## config.mk

```make
export PLATFORM = sky130hd
export DESIGN_NAME = i_test_pattern_gen
export DESIGN_NICKNAME = d
export VERILOG_FILES = /design/src/rtl/i_video_pkg.sv /design/src/rtl/i_pattern_pixel.sv /design/src/rtl/i_test_pattern_gen.sv
export SDC_FILE = /design/constraint.sdc
export NUM_CORES = 1
export LEC_CHECK = 0
export ABC_AREA = 1
export BUFFER_PORTS_ARGS = -buffer_cell sky130_fd_sc_hd__buf_2
export CAP_MARGIN = 15
export CORE_ASPECT_RATIO = 1.75
export CORE_MARGIN = 8
export CORE_UTILIZATION = 56
export CTS_BUF_LIST = sky130_fd_sc_hd__clkbuf_2
export DETAILED_ROUTE_END_ITERATION = 8
export GPL_TIMING_DRIVEN = 0
export PLACE_DENSITY = 0.81
export RECOVER_POWER = 50
export REMOVE_ABC_BUFFERS = 1
export SLEW_MARGIN = 5
export SYNTH_ARGS = -nofsm -noshare
export SYNTH_HDL_FRONTEND = slang
export SYNTH_HIERARCHICAL = 1
export SYNTH_SLANG_ARGS = --single-unit
export TNS_END_PERCENT = 30
```

## constraint.sdc

```tcl
create_clock -name pclk -period 2.33 [get_ports pclk]
set_input_delay 0.3495 -clock pclk [delete_from_list [all_inputs] [get_ports pclk]]
set_output_delay 0.3495 -clock pclk [all_outputs]
set_load 0.05 [all_outputs]
```

## src/rtl/i_video_pkg.sv

```systemverilog
// Shared video definitions: pattern codes, default 640x480 raster timing and the
// generator FSM state type.
package i_video_pkg;

  localparam int unsigned DEF_H_ACTIVE = 640;
  localparam int unsigned DEF_H_FP     = 16;
  localparam int unsigned DEF_H_SYNC   = 96;
  localparam int unsigned DEF_H_BP     = 48;
  localparam int unsigned DEF_V_ACTIVE = 480;
  localparam int unsigned DEF_V_BLANK  = 45;

  localparam logic [1:0] PAT_RAMP  = 2'd0;
  localparam logic [1:0] PAT_BARS  = 2'd1;
  localparam logic [1:0] PAT_CHECK = 2'd2;
  localparam logic [1:0] PAT_FILL  = 2'd3;

  // Eight equal bars spread over the full 8-bit range: 0x00, 0x24, ... 0xFC.
  localparam logic [7:0] BAR_STEP = 8'd36;

  typedef enum logic {
    StIdle,
    StRun
  } state_e;

  function automatic logic [7:0] bar_value(input logic [2:0] bar);
    return {5'd0, bar} * BAR_STEP;
  endfunction

endpackage

```

## src/rtl/i_pattern_pixel.sv

```systemverilog
// Combinational pixel value for the selected greyscale test pattern at (x, y).
// Outside the active region the result is don't-care; the caller masks it.
module i_pattern_pixel
  import i_video_pkg::*;
#(
  parameter int unsigned H_ACTIVE = DEF_H_ACTIVE
) (
  input  logic [15:0] x,
  input  logic [15:0] y,
  input  logic [1:0]  pat,
  input  logic [7:0]  frame_cnt,
  output logic [7:0]  value
);

  localparam logic [15:0] BAR_WIDTH = 16'(H_ACTIVE / 8);

  logic [15:0] bar_full;
  logic        unused_bits;

  // Constant divisor; only the low three bits matter inside the active region.
  assign bar_full    = x / BAR_WIDTH;
  assign unused_bits = ^{bar_full[15:3], y[15:4], y[2:0]};

  always_comb begin
    value = 8'h00;
    case (pat)
      PAT_RAMP:  value = x[7:0];
      PAT_BARS:  value = bar_value(bar_full[2:0]);
      PAT_CHECK: value = (x[3] ^ y[3]) ? 8'hFF : 8'h00;
      PAT_FILL:  value = frame_cnt;
      default:   value = 8'h00;
    endcase
  end

endmodule

```

## src/rtl/i_test_pattern_gen.sv

```systemverilog
// Synthetic raster source: h/v counters, sync/valid generation and registered
// test-pattern pixels, all one cycle behind the counters.
module i_test_pattern_gen
  import i_video_pkg::*;
#(
  parameter int unsigned H_ACTIVE = DEF_H_ACTIVE,
  parameter int unsigned H_FP     = DEF_H_FP,
  parameter int unsigned H_SYNC   = DEF_H_SYNC,
  parameter int unsigned H_BP     = DEF_H_BP,
  parameter int unsigned V_ACTIVE = DEF_V_ACTIVE,
  parameter int unsigned V_BLANK  = DEF_V_BLANK
) (
  input  logic       pclk,
  input  logic       reset_n,
  input  logic       enable,
  input  logic [1:0] pattern_sel,
  output logic       vsync,
  output logic       hsync,
  output logic       vde,
  output logic [7:0] o_data,
  output logic       frame_start,
  output logic       busy
);

  localparam int unsigned H_TOTAL = H_ACTIVE + H_FP + H_SYNC + H_BP;
  localparam int unsigned V_TOTAL = V_ACTIVE + V_BLANK;
  localparam int unsigned HW      = $clog2(H_TOTAL);
  localparam int unsigned VW      = $clog2(V_TOTAL);

  localparam logic [HW-1:0] H_LAST    = HW'(H_TOTAL - 1);
  localparam logic [VW-1:0] V_LAST    = VW'(V_TOTAL - 1);
  // One extra bit so a sync pulse ending exactly at H_TOTAL cannot overflow.
  localparam logic [HW:0]   H_ACT_END = (HW + 1)'(H_ACTIVE);
  localparam logic [HW:0]   HS_START  = (HW + 1)'(H_ACTIVE + H_FP);
  localparam logic [HW:0]   HS_END    = (HW + 1)'(H_ACTIVE + H_FP + H_SYNC);
  localparam logic [VW:0]   V_ACT_END = (VW + 1)'(V_ACTIVE);

  state_e        state_q, state_d;
  logic [HW-1:0] h_q, h_d;
  logic [VW-1:0] v_q, v_d;
  logic [1:0]    pat_q, pat_d;
  logic [7:0]    frame_cnt_q, frame_cnt_d;

  logic       vsync_q, vsync_d;
  logic       hsync_q, hsync_d;
  logic       vde_q, vde_d;
  logic [7:0] data_q, data_d;
  logic       frame_start_q, frame_start_d;

  logic        run;
  logic        frame_last;
  logic [HW:0] h_ext;
  logic [VW:0] v_ext;
  logic [15:0] x16;
  logic [15:0] y16;
  logic [7:0]  pix;

  assign run        = (state_q == StRun);
  assign frame_last = (h_q == H_LAST) && (v_q == V_LAST);
  assign h_ext      = {1'b0, h_q};
  assign v_ext      = {1'b0, v_q};
  assign x16        = 16'(h_q);
  assign y16        = 16'(v_q);

  i_pattern_pixel #(
    .H_ACTIVE (H_ACTIVE)
  ) u_pixel (
    .x         (x16),
    .y         (y16),
    .pat       (pat_q),
    .frame_cnt (frame_cnt_q),
    .value     (pix)
  );

  // State register.
  always_ff @(posedge pclk or negedge reset_n) begin
    if (!reset_n) begin
      state_q <= StIdle;
    end else begin
      state_q <= state_d;
    end
  end

  // Next state: a frame, once started, always runs to its last cycle.
  always_comb begin
    state_d = state_q;
    case (state_q)
      StIdle:  if (enable) state_d = StRun;
      StRun:   if (frame_last && !enable) state_d = StIdle;
      default: state_d = StIdle;
    endcase
  end

  // Counters, pattern latch and frame counter.
  always_comb begin
    h_d         = '0;
    v_d         = '0;
    pat_d       = pat_q;
    frame_cnt_d = frame_cnt_q;
    if (run) begin
      if (h_q == H_LAST) begin
        v_d = (v_q == V_LAST) ? '0 : v_q + VW'(1);
      end else begin
        h_d = h_q + HW'(1);
        v_d = v_q;
      end
      if (frame_last) frame_cnt_d = frame_cnt_q + 8'd1;
    end
    if (enable && (!run || frame_last)) pat_d = pattern_sel;
  end

  // Output decode from the current counters, registered below.
  always_comb begin
    vde_d         = run && (h_ext < H_ACT_END) && (v_ext < V_ACT_END);
    vsync_d       = run && (v_ext < V_ACT_END);
    hsync_d       = !(run && (h_ext >= HS_START) && (h_ext < HS_END));
    frame_start_d = run && (h_q == '0) && (v_q == '0);
    data_d        = vde_d ? pix : 8'h00;
  end

  always_ff @(posedge pclk or negedge reset_n) begin
    if (!reset_n) begin
      h_q           <= '0;
      v_q           <= '0;
      pat_q         <= PAT_RAMP;
      frame_cnt_q   <= 8'h00;
      vsync_q       <= 1'b0;
      hsync_q       <= 1'b1;
      vde_q         <= 1'b0;
      data_q        <= 8'h00;
      frame_start_q <= 1'b0;
    end else begin
      h_q           <= h_d;
      v_q           <= v_d;
      pat_q         <= pat_d;
      frame_cnt_q   <= frame_cnt_d;
      vsync_q       <= vsync_d;
      hsync_q       <= hsync_d;
      vde_q         <= vde_d;
      data_q        <= data_d;
      frame_start_q <= frame_start_d;
    end
  end

  assign vsync       = vsync_q;
  assign hsync       = hsync_q;
  assign vde         = vde_q;
  assign o_data      = data_q;
  assign frame_start = frame_start_q;
  assign busy        = run;

endmodule

```

# [Yosys cells after proc, flatten, opt, wreduce, memory -nomap -nowiden]
# Cells that the tools add are included.
[classes] div_mod_pow=1 eq_ne=6 n_addsub=3 multipliers=1 mux=11 bitwise=2 n_lt_le_gt_ge=4 reduce_logical=18
[ops] operator="$mux 10" count=5
[ops] operator="$pmux 8 s4" count=1
[ops] operator="$add 10x1->10 const B" count=2
[ops] operator="$eq 10x10->1 const B" count=2
[ops] operator="$logic_not 10->1" count=2
[ops] operator="$lt 10x10->1 const B" count=2
[ops] operator="$div 10x7->16 const B" count=1
[ops] operator="$mux 8" count=2
[ops] operator="$ge 10x10->1 const B" count=1
[ops] operator="$logic_and 1x1->1" count=10
[ops] operator="$lt 10x9->1 const B" count=1
[ops] operator="$add 8x1->8 const B" count=1
[ops] operator="$mul 3x4->6 const B" count=1
[ops] operator="$eq 2x2->1 const B" count=2
[ops] operator="$logic_not 1->1" count=3
[ops] operator="$eq 2x1->1 const B" count=1
[ops] operator="$logic_not 2->1" count=1
[ops] operator="$mux 1" count=2
[ops] operator="$ne 2x1->1 const B" count=1
[ops] operator="$pmux 1 s2" count=1
[ops] operator="$reduce_and 2->1" count=1
[ops] operator="$logic_or 1x1->1" count=1
[ops] operator="$not 1->1" count=1
[ops] operator="$xor 1x1->1" count=1
[totals] input_bits=5 ff_bits=43 out_inout_bits=13

# [Logic depth before layout (Yosys ltp)]
# Gate-level depths: netlist of the first run.
[logic_depth] ltp_word=5 depth_mapped=46 ltp_nobuf=46

# [By module]
# The synthesis of the first run kept the hierarchy.
[by_module_without_submodules] mod="i_test_pattern_gen" area_each_um2=2108.3 cells_each=250 n_inst=1
[by_module_without_submodules] mod="i_pattern_pixel" area_each_um2=968.4 cells_each=190 n_inst=1

# [Worst setup path after synthesis of the first run]
# Ideal clock, no wire load.
[synth_timing] path_kind="reg-to-reg" start="reg h_q[8]" end="reg data_q[2], in the netlist o_data[2]" path_buffers=0 arrival_ns=1.716 path_slack_ns=0.494 stages_incl_launch_ff=22 cell_sequence="dfrtp_1 -> nand3_1 -> nand2_1 -> nand3_2 -> nand3_2 -> nand2_1 -> nand2_2 -> inv_2 -> nand2_4 -> nand2_4 -> nand2_2 -> nand2_2 -> inv_2 -> nand2_2 -> nand2_2 -> nand2_1 -> nand2_1 -> nand2_1 -> nand2_1 -> nand3_1 -> inv_1 -> nor2_1"
[synth_via] elab_chain_len=4 elab_cells_between_ends=7
[synth_rtl] item="from (decl)" line="i_test_pattern_gen.sv:39" text="logic [HW-1:0] h_q, h_d;"
[synth_rtl] item="from (signal assigned)" line="i_test_pattern_gen.sv:123" text="h_q <= '0;"
[synth_rtl] item="from (signal assigned)" line="i_test_pattern_gen.sv:133" text="h_q <= h_d;"
[synth_rtl] item="$div 10x7->16" line="i_pattern_pixel.sv:21" text="assign bar_full = x / BAR_WIDTH;"
[synth_rtl] item="$mul 3x4->6" line="i_video_pkg.sv:26" text="return {5'd0, bar} * BAR_STEP;"
[synth_rtl] item="$pmux 8 s4" line="i_pattern_pixel.sv:26" text="case (pat)"
[synth_rtl] item="net pix[2]" line="i_test_pattern_gen.sv:56" text="logic [7:0] pix;"
[synth_rtl] item="$mux 8" line="i_test_pattern_gen.sv:118" text="data_d = vde_d ? pix : 8'h00;"
[synth_rtl] item="net data_d[2]" line="i_test_pattern_gen.sv:47" text="logic [7:0] data_q, data_d;"
[synth_rtl] item="to (signal assigned)" line="i_test_pattern_gen.sv:140" text="data_q <= data_d;"
[synth_rtl] item="to (decl)" line="i_test_pattern_gen.sv:47"
# The timed path passes the listed nets, and every way through them passes these cells.
# A chain may end at the register's enable or synchronous reset.

# [Final worst setup path of the first run]
[layout_timing] start="reg h_q[8]" end="reg data_q[5], in the netlist o_data[5]"
# The elaborated chain is that of the path after synthesis.

==> impl_metrics.env, run 1 <==
export IMPL_outcome="completed"
export IMPL_hold_violations=0
export IMPL_cts_buffer_depth=2
export IMPL_drv_slew=0
export IMPL_cts_num_sinks=43
export IMPL_hold_slack_ns=0.0389
export IMPL_r2r_slack_ns=0.20
export IMPL_drt_pass1_iter_count=7
export IMPL_yosys_warnings=6
export IMPL_fin_crit_sh_pct=91.3
export IMPL_reg2reg_from="h_q[8]"
export IMPL_die_height_um=114
export IMPL_end_kind="flop"
export IMPL_final_cell_mix="117 x nand2_1, 66 x inv_1, 41 x nand3_1, 40 x dfrtp_1, 36 x nor2_1"
export IMPL_rsz0062_at_grt="false"
export IMPL_tightest_slew_ns=0.915
export IMPL_final_nets=495
export IMPL_grt_pass1_wl_um=11400
export IMPL_synth_seq_cells=43
export IMPL_first_iter_violations=197
export IMPL_viasPerCell=5.04
export IMPL_fin_cells=560
export IMPL_antenna_found_initial=0
export IMPL_n_fill_cell=474
export IMPL_final_common_cell="nand2_1"
export IMPL_ant_nets=0
export IMPL_yosysTopAreaCellShare_pct=34.2
export IMPL_globalplace_congestion=0.883
export IMPL_insertion_delay_ns=0.41
export IMPL_io_pins=18
export IMPL_num_vias=2824
export IMPL_critPathRequiredTime_ns=2.65
export IMPL_die_x_um=72.0
export IMPL_dieArea_um2=8220
export IMPL_grt_overflow=0
export IMPL_area_delta_synth_final_pct=9.84
export IMPL_globalRouteMet1Util_pct=17.1
export IMPL_power_density_nw_per_um2=937
export IMPL_relSlewSlack_pct=39.0
export IMPL_cts_setup_buffers=0
export IMPL_min_path_type="input port to async pin"
export IMPL_clk_pin_slew_ns=0.21
export IMPL_grt_pass1_vias=2750
export IMPL_syn_area_um2=3080
export IMPL_startpoint_type="flop"
export IMPL_drive_above_1_share_pct=17.1
export IMPL_critical_path_class="flop to flop"
export IMPL_wire_per_inst_um=11.4
export IMPL_vdd_drop_max_uv=443
export IMPL_met3_usage_pct=2.72
export IMPL_grt_busiest_layer="met2"
export IMPL_drc=0
export IMPL_rows=35
export IMPL_fin_setup_tns_ns=0
export IMPL_hpwl_um=5000
export IMPL_clock_skew_ns=0.00933
export IMPL_p_leak_nw=1.77
export IMPL_reg2reg_to="o_data[5]"
export IMPL_netlist_cell_type_count=40
export IMPL_synth_area_top_cells="dfrtp_1 34%, nand2_1 14%, inv_1 8.1%"
export IMPL_cts_buffers=5
export IMPL_setup_viol=0
export IMPL_synthCells=440
export IMPL_yosysSeqAreaShare_pct=35.0
export IMPL_path_max_fanout=7
export IMPL_fp_coreArea_um2=5300
export IMPL_yosysTopAreaCell="dfrtp_1"
export IMPL_cts_root_buffer="clkbuf_2"
export IMPL_finalCriticalPeriod_ns=2.13
export IMPL_cts_tree="built"
export IMPL_maxCapViolations=0
export IMPL_routed_wirelength_um=6360
export IMPL_power_mw=3.17
export IMPL_avgSynthCellArea_um2=6.99
export IMPL_grt_use_met2_pct=31.8
export IMPL_worstPathArrival_ns=2.45
export IMPL_max_freq_mhz=470
export IMPL_htreeDepth=2
export IMPL_initial_core_util_pct=58.1
export IMPL_reg2reg_depth=19
export IMPL_port_buffers=17
export IMPL_grt_usage_pct=16.9
export IMPL_grt_start_max_net_pins=44
export IMPL_final_util_pct=63.8
export IMPL_place_inst=552
export IMPL_diodes=0
report_power, final:
group	internal (mW)	switching, mW
registers	0.873	0.133
logic	0.568	1.18
clock network	0.176	0.239
total	1.62	1.55
routing by layer:
metal  vias up  share of wire, %
met3        13               2.8
met5         -                 0
met1      1305                38
met4         0               2.5
li1       1463                 -
met2        43                57
registers in the layout, indices dropped and copies added, names as in the netlist:
name and flops:
busy 1, frame_cnt_q 8, frame_start 1, h_q 10, hsync 1, o_data 8, pat_q 2, v_q 10
vde 1, vsync 1
what timing repair did:
action                                  in CTS  in global routing
resized for setup                            0                  2
endpoints found under the setup margin       0                  2
hold buffers                                 0                  0
worst max-delay path: stages, from the launching register on:
cell     delay (ns)
dfrtp_2        0.48
nand3_1        0.21
nand2_1        0.13
nand3_2        0.10
nand3_2        0.09
nand2_1        0.06
nand2_2        0.08
inv_2          0.05
nand2_4        0.07
nand2_4        0.06
o21ai_1        0.13
inv_1          0.08
nand2_2        0.08
nand2_1        0.05
nand2_1        0.06
nand2_1        0.05
nand2_1        0.09
nand3_1        0.07
inv_1          0.05
nor2_1         0.03
per-stage QoR:
| stage | worst slack, ns | instance area [um2] |
|---|---|---|
| final | 0.203 | 3380 |
| after floorplan | 0.494 | 3140 |
| after CTS | 0.167 | 3390 |
| after detailed placement | 0.213 | 3320 |
| after global routing | 0.00877 | 3380 |
| after global placement | 0.280 | 3320 |
how the worst max path moves through the flow:
stage | from | endpoint | slack [ns] | cells after the start
finish | h_q[8] | o_data[5] | 0.20 | 19
global route | h_q[7] | o_data[2] | 0.009 | 19
CTS | h_q[8] | o_data[5] | 0.17 | 20
detailed placement | h_q[8] | o_data[5] | 0.21 | 19
global placement | h_q[8] | o_data[5] | 0.28 | 19
floorplan | h_q[8] | o_data[2] | 0.49 | 21
final cells by class:
type	instances	area, um2	share of cell area (%)
clock inverters	3	38.8	1.15
well taps	74	92.6	2.74
multi-input cells	343	1780	52.6
flip-flops and latches	43	1080	32.0
inverters	75	282	8.33
clock buffers	5	25.0	0.740
repair buffers	17	83.8	2.48
cell usage after synthesis, drive strengths merged:
| cell | count |
|---|---|
| o211ai | 2 |
| inv | 75 |
| nor3 | 8 |
| and2 | 1 |
| xor2 | 7 |
| nor4 | 1 |
| nand4 | 16 |
| dfrtp | 42 |
| o21a | 1 |
| o2111ai | 2 |
| a21oi | 12 |
| dfstp | 1 |
| o21ai | 20 |
| or2 | 2 |
| xnor2 | 2 |
| nand3b | 2 |
| nor2 | 37 |
| buf | 2 |
| nand2 | 149 |
| ha | 5 |
| a31oi | 2 |
| nand3 | 48 |
| o22ai | 2 |
| conb | 1 |
cells by family (layout without fill, tap and decap cells):
logic type | Yosys count | in the layout | synth area share (%)
AO/OA/AOI/OAI | 41 | 41 | 7.93
other | 1 | 24 | 0.122
XOR/XNOR | 9 | 9 | 2.56
buffers and inverters | 77 | 100 | 9.76
flip-flops | 43 | 43 | 35.0
adder cells (fa/ha/maj) | 5 | 5 | 2.03
AND/OR/NAND/NOR | 264 | 264 | 42.6
No activity file was read; power rests on OpenSTA's default activity.
==> run 2, diff against run 1 <==
--- a/config.mk
+++ b/config.mk
@@ -6,15 +6,15 @@
 export NUM_CORES = 1
 export LEC_CHECK = 0
 export ABC_AREA = 1
-export BUFFER_PORTS_ARGS = -buffer_cell sky130_fd_sc_hd__buf_2
 export CAP_MARGIN = 15
 export CORE_ASPECT_RATIO = 1.75
 export CORE_MARGIN = 8
 export CORE_UTILIZATION = 56
 export CTS_BUF_LIST = sky130_fd_sc_hd__clkbuf_2
 export DETAILED_ROUTE_END_ITERATION = 8
+export DONT_BUFFER_PORTS = 1
 export GPL_TIMING_DRIVEN = 0
-export PLACE_DENSITY = 0.81
+export PLACE_DENSITY = 0.78
 export RECOVER_POWER = 50
 export REMOVE_ABC_BUFFERS = 1
 export SLEW_MARGIN = 5
==> run 2 against run 1 <==
  * Clock power is 1% lower
  * Fmax is 1.3% higher
  * Global-route usage is 0.47 points lower
  * Critical endpoint unchanged
  * Worst setup slack better by 0.027 ns
  * Critical path type unchanged
  * Wire length is 0.28% lower
  * Power is 0.81% lower
  * Sequential power is 22% higher
  * Non-clock buffer count is 12 lower
  * Design area is 1.0% lower
  * Via count is 0.35% lower
==> impl_metrics.env, run 2 (same netlist as run 1, synthesis figures left out) <==
export IMPL_wl_met1_um=2400
export IMPL_p_leak_nw=1.73
export IMPL_min_path_type="input port to flop"
export IMPL_initial_core_util_pct=58.1
export IMPL_grt_pass1_wl_um=11000
export IMPL_reg2reg_from="h_q[9]"
export IMPL_setup_viol=0
export IMPL_io_pins=18
export IMPL_seqCellArea_um2=1080
export IMPL_relSlewSlack_pct=30.7
export IMPL_fp_coreArea_um2=5300
export IMPL_grt_start_max_net_pins=44
export IMPL_hold_end="busy"
export IMPL_path_max_fanout=5
export IMPL_first_iter_violations=121
export IMPL_cts_buffers=5
export IMPL_rows=35
export IMPL_max_freq_mhz=476
export IMPL_tightest_slew_ns=1.04
export IMPL_port_buffers=0
export IMPL_hpwl_um=5010
export IMPL_drc=0
export IMPL_end_kind="flop"
export IMPL_fin_setup_tns_ns=0
export IMPL_fin_cells=548
export IMPL_multi_input_area_um2=1790
export IMPL_wire_per_inst_um=11.6
export IMPL_p_int_mw=1.60
export IMPL_grt_usage_pct=16.4
export IMPL_vdd_drop_max_uv=458
export IMPL_viasPerCell=5.14
export IMPL_routed_wirelength_um=6340
export IMPL_swShare_pct=49.2
export IMPL_final_cell_mix="117 x nand2_1, 65 x inv_1, 40 x nand3_1, 39 x dfrtp_1, 36 x nor2_1"
export IMPL_insertion_delay_ns=0.40
export IMPL_die_height_um=114
export IMPL_reg_largest_list="h_q x10, v_q x10"
export IMPL_globalplace_congestion=0.880
export IMPL_n_fill_cell=472
export IMPL_clock_skew_ns=0.0340
export IMPL_cts_num_sinks=43
export IMPL_dr_wl_met2_um=3540
export IMPL_power_frac_clock_pct=13.1
export IMPL_min_delay_path_depth=1
export IMPL_r2r_slack_ns=0.23
export IMPL_cts_buffer_depth=2
export IMPL_outcome="completed"
export IMPL_final_common_cell="nand2_1"
export IMPL_highest_layer="met4"
export IMPL_drv_slew=0
export IMPL_power_density_nw_per_um2=939
export IMPL_num_vias=2814
export IMPL_final_nets=483
export IMPL_drive_above_1_share_pct=15.8
export IMPL_cts_root_buffer="clkbuf_2"
export IMPL_cts_tree="built"
export IMPL_grt_pass1_vias=2747
export IMPL_grt_overflow=0
export IMPL_worstPathArrival_ns=2.42
export IMPL_power_mw=3.14
export IMPL_htreeDepth=2
export IMPL_fin_crit_sh_pct=90.1
export IMPL_area_delta_synth_final_pct=8.74
export IMPL_diodes=0
export IMPL_clk_pin_slew_ns=0.22
export IMPL_hold_slack_ns=0.0484
export IMPL_dieArea_um2=8220
export IMPL_pwr_share_comb_pct=47.7
export IMPL_drt_pass1_iter_count=5
export IMPL_die_x_um=72.0
export IMPL_critical_path_class="flop to flop"
export IMPL_min_from="enable"
export IMPL_wl_met3_um=213
export IMPL_finalCriticalPeriod_ns=2.10
export IMPL_place_inst=535
export IMPL_p_seq_share_pct=39.2
export IMPL_maxCapViolations=0
export IMPL_ant_nets=0
export IMPL_hold_violations=0
export IMPL_reg2reg_to="o_data[5]"
export IMPL_startpoint_type="flop"
export IMPL_netSwitchingPower_mw=1.54
export IMPL_critPathRequiredTime_ns=2.65
export IMPL_reg2reg_depth=21
export IMPL_final_util_pct=63.1
export IMPL_antenna_found_initial=0
[run 2: area by class of cell]
class	instances	area share (%)
multi-input cells	343	53.5
flip-flops and latches	43	32.3
inverters	75	8.41
well taps	74	2.77
clock inverters	3	1.16
repair buffers	5	1.12
clock buffers	5	0.748
[run 2: through the flow]
step                instance area, um2  setup WS [ns]
global route                      3350     -0.0000968
floorplan                         3140          0.494
detailed placement                3240          0.173
finish                            3350          0.230
CTS                               3330         0.0978
global placement                  3240          0.265
[run 2: critical path, cell delays in order (launching register included)]
cell     delay [ns]
dfrtp_2        0.48
nand3_1        0.12
nand2_2        0.11
nand3_2        0.12
nand3_2        0.08
nand2_1        0.08
nand2_2        0.07
inv_2          0.07
nand2_4        0.06
nand2_4        0.08
nand2_2        0.05
nand2_2        0.06
inv_2          0.03
nand2_2        0.05
nand2_2        0.06
nand2_1        0.06
nand2_1        0.05
nand2_1        0.07
nand2_1        0.08
nand3_1        0.08
inv_1          0.04
nor2_1         0.09
[run 2: routing by layer]
| metal | GRT usage (%) | vias to the layer above |
|---|---|---|
| li1 | - | 1445 |
| met1 | 15.6 | 1295 |
| met2 | 31.9 | 50 |
| met3 | 2.89 | 24 |
| met4 | 8.09 | 0 |
| met5 | 0 | - |
[run 2: timing repair]
action	CTS	global route
endpoints found under the hold margin	43	0
hold buffers	2	0
setup endpoints to repair	0	3
setup buffers	0	3
gates resized for setup	0	6
[run 2: worst max path at each step]
stage | from | endpoint | slack (ns) | depth (start not counted)
floorplan | h_q[8] | o_data[2] | 0.49 | 21
global placement | h_q[8] | o_data[5] | 0.27 | 19
detailed placement | h_q[8] | o_data[5] | 0.17 | 19
CTS | h_q[8] | o_data[5] | 0.1 | 19
global route | h_q[9] | o_data[5] | -0.0001 | 18
finish | h_q[9] | o_data[5] | 0.23 | 21
[run 2: power groups by stage]
stage / Sequential, mW / Clock, mW / Combinational (mW)
2_1_floorplan: 1.21 / 0 / 1.24
3_3_place_gp: 1.25 / 0 / 1.36
3_5_place_dp: 1.26 / 0 / 1.41
4_1_cts: 1.24 / 0.417 / 1.44
5_1_grt: 1.25 / 0.446 / 1.71
6_report: 1.23 / 0.410 / 1.50
